### config.mk
export PLATFORM = sky130hd
export DESIGN_NAME = bitonic_sort_ctrl
export DESIGN_NICKNAME = d
export VERILOG_FILES = /design/src/rtl/bitonic_pkg.sv /design/src/rtl/bitonic_cas_stage.sv /design/src/rtl/bitonic_sort_ctrl.sv
export SDC_FILE = /design/constraint.sdc
export NUM_CORES = 1
export LEC_CHECK = 0
export ABC_AREA = 1
export CAP_MARGIN = 20
export CORE_UTILIZATION = 35
export CTS_CLUSTER_SIZE = 8
export DETAILED_ROUTE_END_ITERATION = 16
export GPL_TIMING_DRIVEN = 0
export PLACE_DENSITY_LB_ADDON = 0.25
export SLEW_MARGIN = 25
export SYNTH_ARGS = -nofsm -noshare
export SYNTH_HDL_FRONTEND = slang
export SYNTH_SLANG_ARGS = --single-unit
### constraint.sdc
create_clock -name clk -period 4.2 [get_ports clk]
set_input_delay 0.42 -clock clk [delete_from_list [all_inputs] [get_ports clk]]
set_output_delay 0.42 -clock clk [all_outputs]
set_load 0.005 [all_outputs]
### src/rtl/bitonic_pkg.sv
// Shared types and elaboration helpers for the iterative bitonic sorter.
package bitonic_pkg;

  typedef enum logic [1:0] {IDLE, SORT, DONE} state_t;

  function automatic int log2i(input int n);
    int r;
    r = 0;
    for (int i = 0; i < 31; i++)
      if ((1 << i) < n) r = i + 1;
    return r;
  endfunction

  // Compare-and-swap substages needed for a full bitonic sort of depth keys.
  function automatic int nsub(input int depth);
    return log2i(depth) * (log2i(depth) + 1) / 2;
  endfunction

endpackage

### src/rtl/bitonic_cas_stage.sv
// One bitonic compare-and-swap substage (p,q) across the whole key bank; purely combinational.
module bitonic_cas_stage
  import bitonic_pkg::*;
#(
  parameter int DEPTH = 8,
  parameter int WIDTH = 32,
  parameter int PW    = $clog2(log2i(DEPTH) + 1)
) (
  input  logic [WIDTH-1:0] i_bank [0:DEPTH-1],
  input  logic [PW-1:0]    i_p,
  input  logic [PW-1:0]    i_q,
  output logic [WIDTH-1:0] o_bank [0:DEPTH-1]
);

  localparam int LOG2D = log2i(DEPTH);
  localparam int LW    = (LOG2D < 1) ? 1 : LOG2D;

  // Each lane computes its own result; the pair's lower index keeps the min when
  // ascending, so both lanes of a pair agree without sharing a swap flag.
  for (genvar gi = 0; gi < DEPTH; gi++) begin : g_lane
    logic [LW-1:0]    w_pidx;
    logic [WIDTH-1:0] w_self, w_peer, w_min, w_max;
    logic             w_asc, w_low;

    assign w_pidx = LW'(gi) ^ (LW'(1) << i_q);
    assign w_self = i_bank[gi];
    assign w_peer = i_bank[w_pidx];
    assign w_asc  = ((32'(gi) >> i_p) & 32'd1) == 32'd0;
    assign w_low  = w_pidx > LW'(gi);
    assign w_min  = (w_peer < w_self) ? w_peer : w_self;
    assign w_max  = (w_peer > w_self) ? w_peer : w_self;
    assign o_bank[gi] = (w_low == w_asc) ? w_min : w_max;
  end

endmodule

### src/rtl/bitonic_sort_ctrl.sv
// Iterative bitonic sorter: one key bank, one shared CAS substage per cycle, FSM-sequenced.
module bitonic_sort_ctrl
  import bitonic_pkg::*;
#(
  parameter int DEPTH = 8,
  parameter int WIDTH = 32
) (
  input  logic             clk,
  input  logic             rst,
  input  logic             abort,
  input  logic             in_valid,
  output logic             in_ready,
  input  logic [WIDTH-1:0] seq_in [0:DEPTH-1],
  output logic             out_valid,
  input  logic             out_ready,
  output logic [WIDTH-1:0] seq_out [0:DEPTH-1],
  output logic             busy
);

  localparam int LOG2D = log2i(DEPTH);
  localparam int PW    = $clog2(LOG2D + 1);

  typedef logic [WIDTH-1:0] bank_t [0:DEPTH-1];

  if (DEPTH < 2 || (DEPTH & (DEPTH - 1)) != 0) begin : g_bad_depth
    $error("bitonic_sort_ctrl: DEPTH must be a power of 2 and >= 2");
  end

  state_t        r_state, w_state_nxt;
  bank_t         r_bank, w_bank_cas;
  logic [PW-1:0] r_p, r_q;
  logic          w_last, w_load;

  bitonic_cas_stage #(.DEPTH(DEPTH), .WIDTH(WIDTH), .PW(PW)) u_cas (
    .i_bank (r_bank),
    .i_p    (r_p),
    .i_q    (r_q),
    .o_bank (w_bank_cas)
  );

  assign w_last = (r_p == PW'(LOG2D)) && (r_q == '0);
  assign busy   = (r_state != IDLE);

  always_ff @(posedge clk or negedge rst) begin
    if (!rst) r_state <= IDLE;
    else      r_state <= w_state_nxt;
  end

  always_comb begin
    w_state_nxt = r_state;
    in_ready    = 1'b0;
    out_valid   = 1'b0;
    w_load      = 1'b0;
    case (r_state)
      IDLE: begin
        in_ready = !abort;
        if (in_valid && !abort) begin
          w_load      = 1'b1;
          w_state_nxt = SORT;
        end
      end
      SORT: if (w_last) w_state_nxt = DONE;
      DONE: begin
        out_valid = 1'b1;
        if (out_ready) w_state_nxt = IDLE;
      end
      default: w_state_nxt = IDLE;
    endcase
    if (abort) w_state_nxt = IDLE;
  end

  // Counters are parked at zero after the last substage so p never exceeds LOG2D.
  always_ff @(posedge clk or negedge rst) begin
    if (!rst) begin
      r_bank <= '{default: '0};
      r_p    <= '0;
      r_q    <= '0;
    end else if (abort) begin
      r_p <= '0;
      r_q <= '0;
    end else if (w_load) begin
      r_bank <= seq_in;
      r_p    <= PW'(1);
      r_q    <= '0;
    end else if (r_state == SORT) begin
      r_bank <= w_bank_cas;
      if (w_last) begin
        r_p <= '0;
        r_q <= '0;
      end else if (r_q == '0) begin
        r_p <= r_p + PW'(1);
        r_q <= r_p;
      end else begin
        r_q <= r_q - PW'(1);
      end
    end
  end

  always_comb begin
    for (int i = 0; i < DEPTH; i++)
      seq_out[i] = out_valid ? r_bank[i] : '0;
  end

endmodule

==> impl_metrics.ini, run 1 <==
[worst_setup_path]
r2r_slack_ns = -0.09
r2r-end = r_bank[234]
path_max_fanout = 10
crit_chain = inv_4, ha_4, buf_12, buf_12, buf_12, nand2_1, o21ai_2, mux2i_1, o21ai_2, ha_1, nand2_1, nor2_1, nor3_2, nand2_2, a21oi_2, nand2_2, a21oi_4, buf_12, nand2_4, buf_4, nand2_1, nand2_1
critPathCaptureType = register
r2r-start = r_q[1]
arrival_ns = 4.77
crit_type = reg -> reg
cp.required_ns = 4.68
ff2ff_path_depth = 22
slowest_delay_ns = 0.44
start_kind = register
cp_slowest_cell = dfrtp_2

[global_routing]
grt_first_pass_wirelength_um = 293000
grt_max_degree = 76
antenna_found_initial = 14
grt_usage = 0.493
grt_overflow_total = 0
grt_pass1_vias = 36800

[floorplan]
dieArea_mm2 = 0.0871
rows = 107
core-area_mm2 = 0.0851
ios = 520
die_y_um = 295
start_util = 0.353
die_x_um = 295

[timing]
period_minus_slack_ns = 4.29
grt_setup_unrepaired = true
setup_viol = 58
hold_viol = 0
slew_headroom = 0.270
fmax_ghz = 0.233
fin_crit_sh = 1.02
worstMarginPinSlew_ns = 1.09
layout_setup_ws_ns = -0.0889
setup_tns_ns = -2.28
finClkSkew_ns = 0.0193
drv_slew = 0

[placed_design]
port_buffers = 519
pre_cts_ws_ns = -2.10
gp_congestion = 1.10
dp.final_hpwl_um = 183000

[routing]
wirelength_um = 220000
drc = 0
drt-initial-drc-count = 5161
first_pass_iters = 8
postRouteAntennaNets = 0
wl_per_cell_um = 31.5
num_vias = 40500
viasPerCell = 5.78

[clock_network]
cts_max_path_buffers = 3
clk_root_buffer_cell = clkbuf_16
clk_pin_slew_ns = 0.05
cts_sinks = 262
h-tree-depth = 2
insertion_delay_ns = 0.61
cts_tree = yes
cts_made_buffers = 40

[logic_synthesis]
synth-edff-count = 0
synthCells = 5154
seq_area_frac_synth = 0.218
avgSynthCellArea_um2 = 5.83
synth_area_mm2 = 0.0301
synthDistinctLibCells = 41
synth_nets = 5683
yosysWarnings = 0
synth_flop_cell = dfrtp_1
synth-async-reset-ratio = 1.00
synth.ff_latch_count = 262

[cells_and_area]
n_fill_cell = 9194
layout_commonest_cell = nand2_1
layout_common_cells = 2374 x nand2_1, 518 x clkdlybuf4s50_1, 345 x nand3_1
final_nets = 6377
drive_above_1_share = 0.153
syn_to_final_growth_pct = 40.3

[run]
maxCapViolCount = 0

[outcome]
violations = negative setup slack
status = finished, violations left

[worst_hold_path]
hold_path.class = in -> async
-- how the worst max path moves through the flow --
stage	from	cells past startpoint	to	slack, ns
finish	r_q[1]	22	r_bank[234]	-0.09
global route	r_q[1]	24	r_bank[43]	-0.03
CTS	r_q[0]	23	r_bank[123]	-0.04
detailed placement	r_q[0]	19	r_bank[234]	-2.10
global placement	rst	1	r_bank[185]	-10.10
floorplan	r_q[0]	22	r_bank[85]	0.97
-- critical path, delay by kind of cell (launching register included) --
kind | cells | cell delay [ns]
muxes | 1 | 0.23
buffers and inverters | 6 | 1.04
AOI/OAI and AO/OA | 4 | 0.92
DFF | 1 | 0.44
adders and majority gates | 2 | 0.47
and+or+nand+nor | 9 | 0.98
-- final cells by class --
cell class / count / area, um^2 / share of cell area
antenna: 7 / 17.5 / 0.000415
buffer: 323 / 2200 / 0.0522
clock buffer: 50 / 1080 / 0.0256
clock inverter: 2 / 35.0 / 0.000831
inverter: 347 / 1310 / 0.0310
multi-input combinational: 4221 / 23000 / 0.546
sequential: 262 / 6560 / 0.155
tap: 1144 / 1430 / 0.0339
timing repair buffer: 653 / 6500 / 0.154
-- routing by layer --
metal,up-vias,share of wire,track usage
li1,17900,-,-
met3,585,0.11,0.132
met2,2677,0.40,0.701
met5,-,0.00010,0
met1,19400,0.39,0.620
met4,4,0.095,0.406
-- state kept, by name, indices dropped and copies added, names as in the netlist --
register,flops
r_state,2
r_q,2
r_p,2
r_bank,256
-- timing repair --
item	in CTS	in global routing
setup buffers	106	22
gates resized for setup	711	232
cloned	1	1
endpoints found under the setup margin	256	256
endpoints found under the hold margin	63	0
pin swaps	85	33
hold buffers	1	0
-- logic make-up (layout without fill, tap and decap cells) --
group,after synthesis,after routing,share of synthesized area
xor gates and xnor gates,6,6,0.00175
buffers and inverters,671,1375,0.0949
DFF,262,262,0.218
other,0,7,0
adders and majority gates,268,268,0.112
AOI/OAI and AO/OA,697,697,0.123
muxes,124,124,0.0413
and+or+nand+nor,3126,3126,0.410
-- Yosys cell counts (2+ instances only) --
library cell,n,area (um^2)
buf_1,40,150
dfrtp_1,262,6560
a21oi_1,120,601
nor3b_1,3,22.5
xnor2_1,2,17.5
clkbuf_1,121,454
inv_1,342,1280
buf_2,127,636
nand2_1,2389,8970
nor2_1,332,1250
mux2i_1,124,1240
o21ai_2,28,245
xor2_1,4,35.0
or2_2,7,43.8
inv_2,5,18.8
nand2_2,2,12.5
nor2b_1,2,12.5
o21ai_1,285,1430
buf_6,9,101
nand4_1,20,125
nand3_1,352,1760
nand3_2,2,20.0
o21a_1,24,180
buf_4,25,188
nor4_1,2,12.5
o21ai_0,229,1150
ha_1,268,3350
a21o_1,6,45.0
nor3_1,10,50.1
-- through the flow --
| step | instance area (um^2) | cells | hold slack (ns) | util |
|---|---|---|---|---|
| 2_1_floorplan | 30100 | 5154 | 0.124 | - |
| 3_3_place_gp | 36700 | 6817 | 0.476 | 0.431 |
| 6_report | 42200 | 7009 | 0.350 | 0.495 |
| 5_1_grt | 42200 | 7002 | 0.423 | 0.495 |
| 3_5_place_dp | 36800 | 6820 | 0.406 | 0.432 |
| 4_1_cts | 41200 | 6980 | 0.384 | 0.484 |
Power of run 1 is left out: the tool's default activity adds up to more than one toggle a clock period on the data nets, which glitch-free logic cannot reach.
==> inputs of run 2 (changes only) <==
--- a/config.mk
+++ b/config.mk
@@ -9,3 +9,3 @@
 export CAP_MARGIN = 20
-export CORE_UTILIZATION = 35
+export CORE_UTILIZATION = 25
 export CTS_CLUSTER_SIZE = 8
@@ -14,2 +14,3 @@
 export PLACE_DENSITY_LB_ADDON = 0.25
+export SKIP_CTS_REPAIR_TIMING = 1
 export SLEW_MARGIN = 25
--- a/constraint.sdc
+++ b/constraint.sdc
@@ -3,2 +3,2 @@
 set_output_delay 0.42 -clock clk [all_outputs]
-set_load 0.005 [all_outputs]
+set_load 0.01 [all_outputs]
==> run 2 against run 1 <==
Utilization is 13 points lower. Design area increased by 3.3%. Worst setup slack gained 0.046 ns. The run still ends with negative setup slack left. Critical path type unchanged. Critical endpoint is now r_bank[76].
==> impl_metrics.ini, run 2 (synthesized netlist as in run 1, its figures left out) <==
[cells_and_area]
final_nets = 6366
largest_register_ff_count = 256
layout_common_cells = 2364 x nand2_1, 518 x clkdlybuf4s50_1, 345 x nand3_1
n_fill_cell = 13100
final_cells = 7451
layout_commonest_cell = nand2_1
num_antenna_cells = 0
top_register = r_bank
syn_to_final_growth_pct = 45.0
regArea_mm2 = 0.00656
multiInputGateArea_mm2 = 0.0237
drive_above_1_share = 0.164

[worst_setup_path]
critPathCaptureType = register
start_kind = register
arrival_ns = 4.78
path_max_fanout = 10
ff2ff_path_depth = 17
cp.required_ns = 4.74
crit_type = reg -> reg

[placed_design]
gp_congestion = 1.07
dp.final_hpwl_um = 197000
pre_cts_ws_ns = -2.07
dp_cells = 7279
port_buffers = 519

[floorplan]
die_y_um = 349
dieArea_mm2 = 0.122
die_x_um = 349
rows = 126
ios = 520
core-area_mm2 = 0.119
start_util = 0.254

[timing]
fin_crit_sh = 1.01
worstMarginPinSlew_ns = 1.18
drv_slew = 0
period_minus_slack_ns = 4.24
layout_setup_ws_ns = -0.0425
setup_viol = 52
grt_setup_unrepaired = true
fmax_ghz = 0.236
finClkSkew_ns = 0.0267
setup_tns_ns = -0.727
slew_headroom = 0.210
hold_viol = 0

[global_routing]
grt_pass1_vias = 36500
grt_overflow_total = 0
grt_max_degree = 80
grt_first_pass_wirelength_um = 307000
grt_usage = 0.369
antenna_found_initial = 12

[clock_network]
insertion_delay_ns = 0.63
h-tree-depth = 2
cts_max_path_buffers = 3
cts_made_buffers = 40
cts_sinks = 262
cts_tree = yes
clk_pin_slew_ns = 0.06
clk_root_buffer_cell = clkbuf_16

[routing]
postRouteAntennaNets = 0
viasPerCell = 5.31
wl_per_cell_um = 31.5
wirelength_um = 234000
num_vias = 39600
first_pass_iters = 6
drc = 0
drt-initial-drc-count = 4496

[worst_hold_path]
hold_path.class = in -> async

[outcome]
violations = negative setup slack
status = finished, violations left

[run]
maxCapViolCount = 0
==> run 2: changes by cell type in the layout (fill, tap and decap cells not counted), sizes merged, moves of 2 or more <==
cell    delta
buf       -20
clkbuf    +12
diode      -7
inv        +2
==> run 2: path summary, 6_finish.rpt <==
check	startpoint	endpoint	slack, ns
setup / recovery	r_q[0]	r_bank[76]	-0.04
hold reg to reg	r_bank[72]	r_bank[72]	0.50
setup reg to reg	r_q[0]	r_bank[76]	-0.04
max in group asynchronous	rst	r_bank[157]	2.63
min in group clk	seq_in[147]	r_bank[147]	0.46
hold / removal	rst	r_bank[107]	0.31
==> run 2: final cells by class <==
type	count	share of cell area
plain buffers	324	0.0540
clock inverters	3	0.000517
inverters	347	0.0301
well taps	1600	0.0459
multi-input cells	4221	0.545
flip-flops and latches	262	0.151
clock buffers	53	0.0253
repair buffers	641	0.149
==> run 2: critical path, stage by stage, from the launching register on <==
cell and delay (ns):
dfrtp_2 0.44, inv_4 0.08, ha_1 0.20, clkbuf_4 0.25, inv_2 0.11, clkbuf_1 0.81
o21ai_1 0.41, ha_1 0.38, nand2_1 0.06, nor2_1 0.04, nand2_1 0.17, inv_1 0.08
a21oi_2 0.25, nand3_1 0.16, nand3_4 0.19, buf_2 0.30, nand3_1 0.12, nand2_1 0.09
==> run 2: per-stage QoR <==
step           instance area, um^2  hold WS [ns]   util
3_5_place_dp                 37400         0.349  0.316
3_3_place_gp                 37300         0.475  0.314
4_1_cts                      38600        -0.297  0.325
2_1_floorplan                30100         0.124      -
6_report                     43600         0.314  0.368
5_1_grt                      43600         0.355  0.368
==> run 2: routing by layer <==
metal | vias to the layer above | wire [um] | track usage
li1 | 17900 | - | -
met1 | 19200 | 95500 | 0.482
met2 | 2143 | 100000 | 0.561
met3 | 398 | 22100 | 0.0689
met4 | 4 | 16800 | 0.228
met5 | - | 33 | 0
Power of run 2 is left out for the same reason.
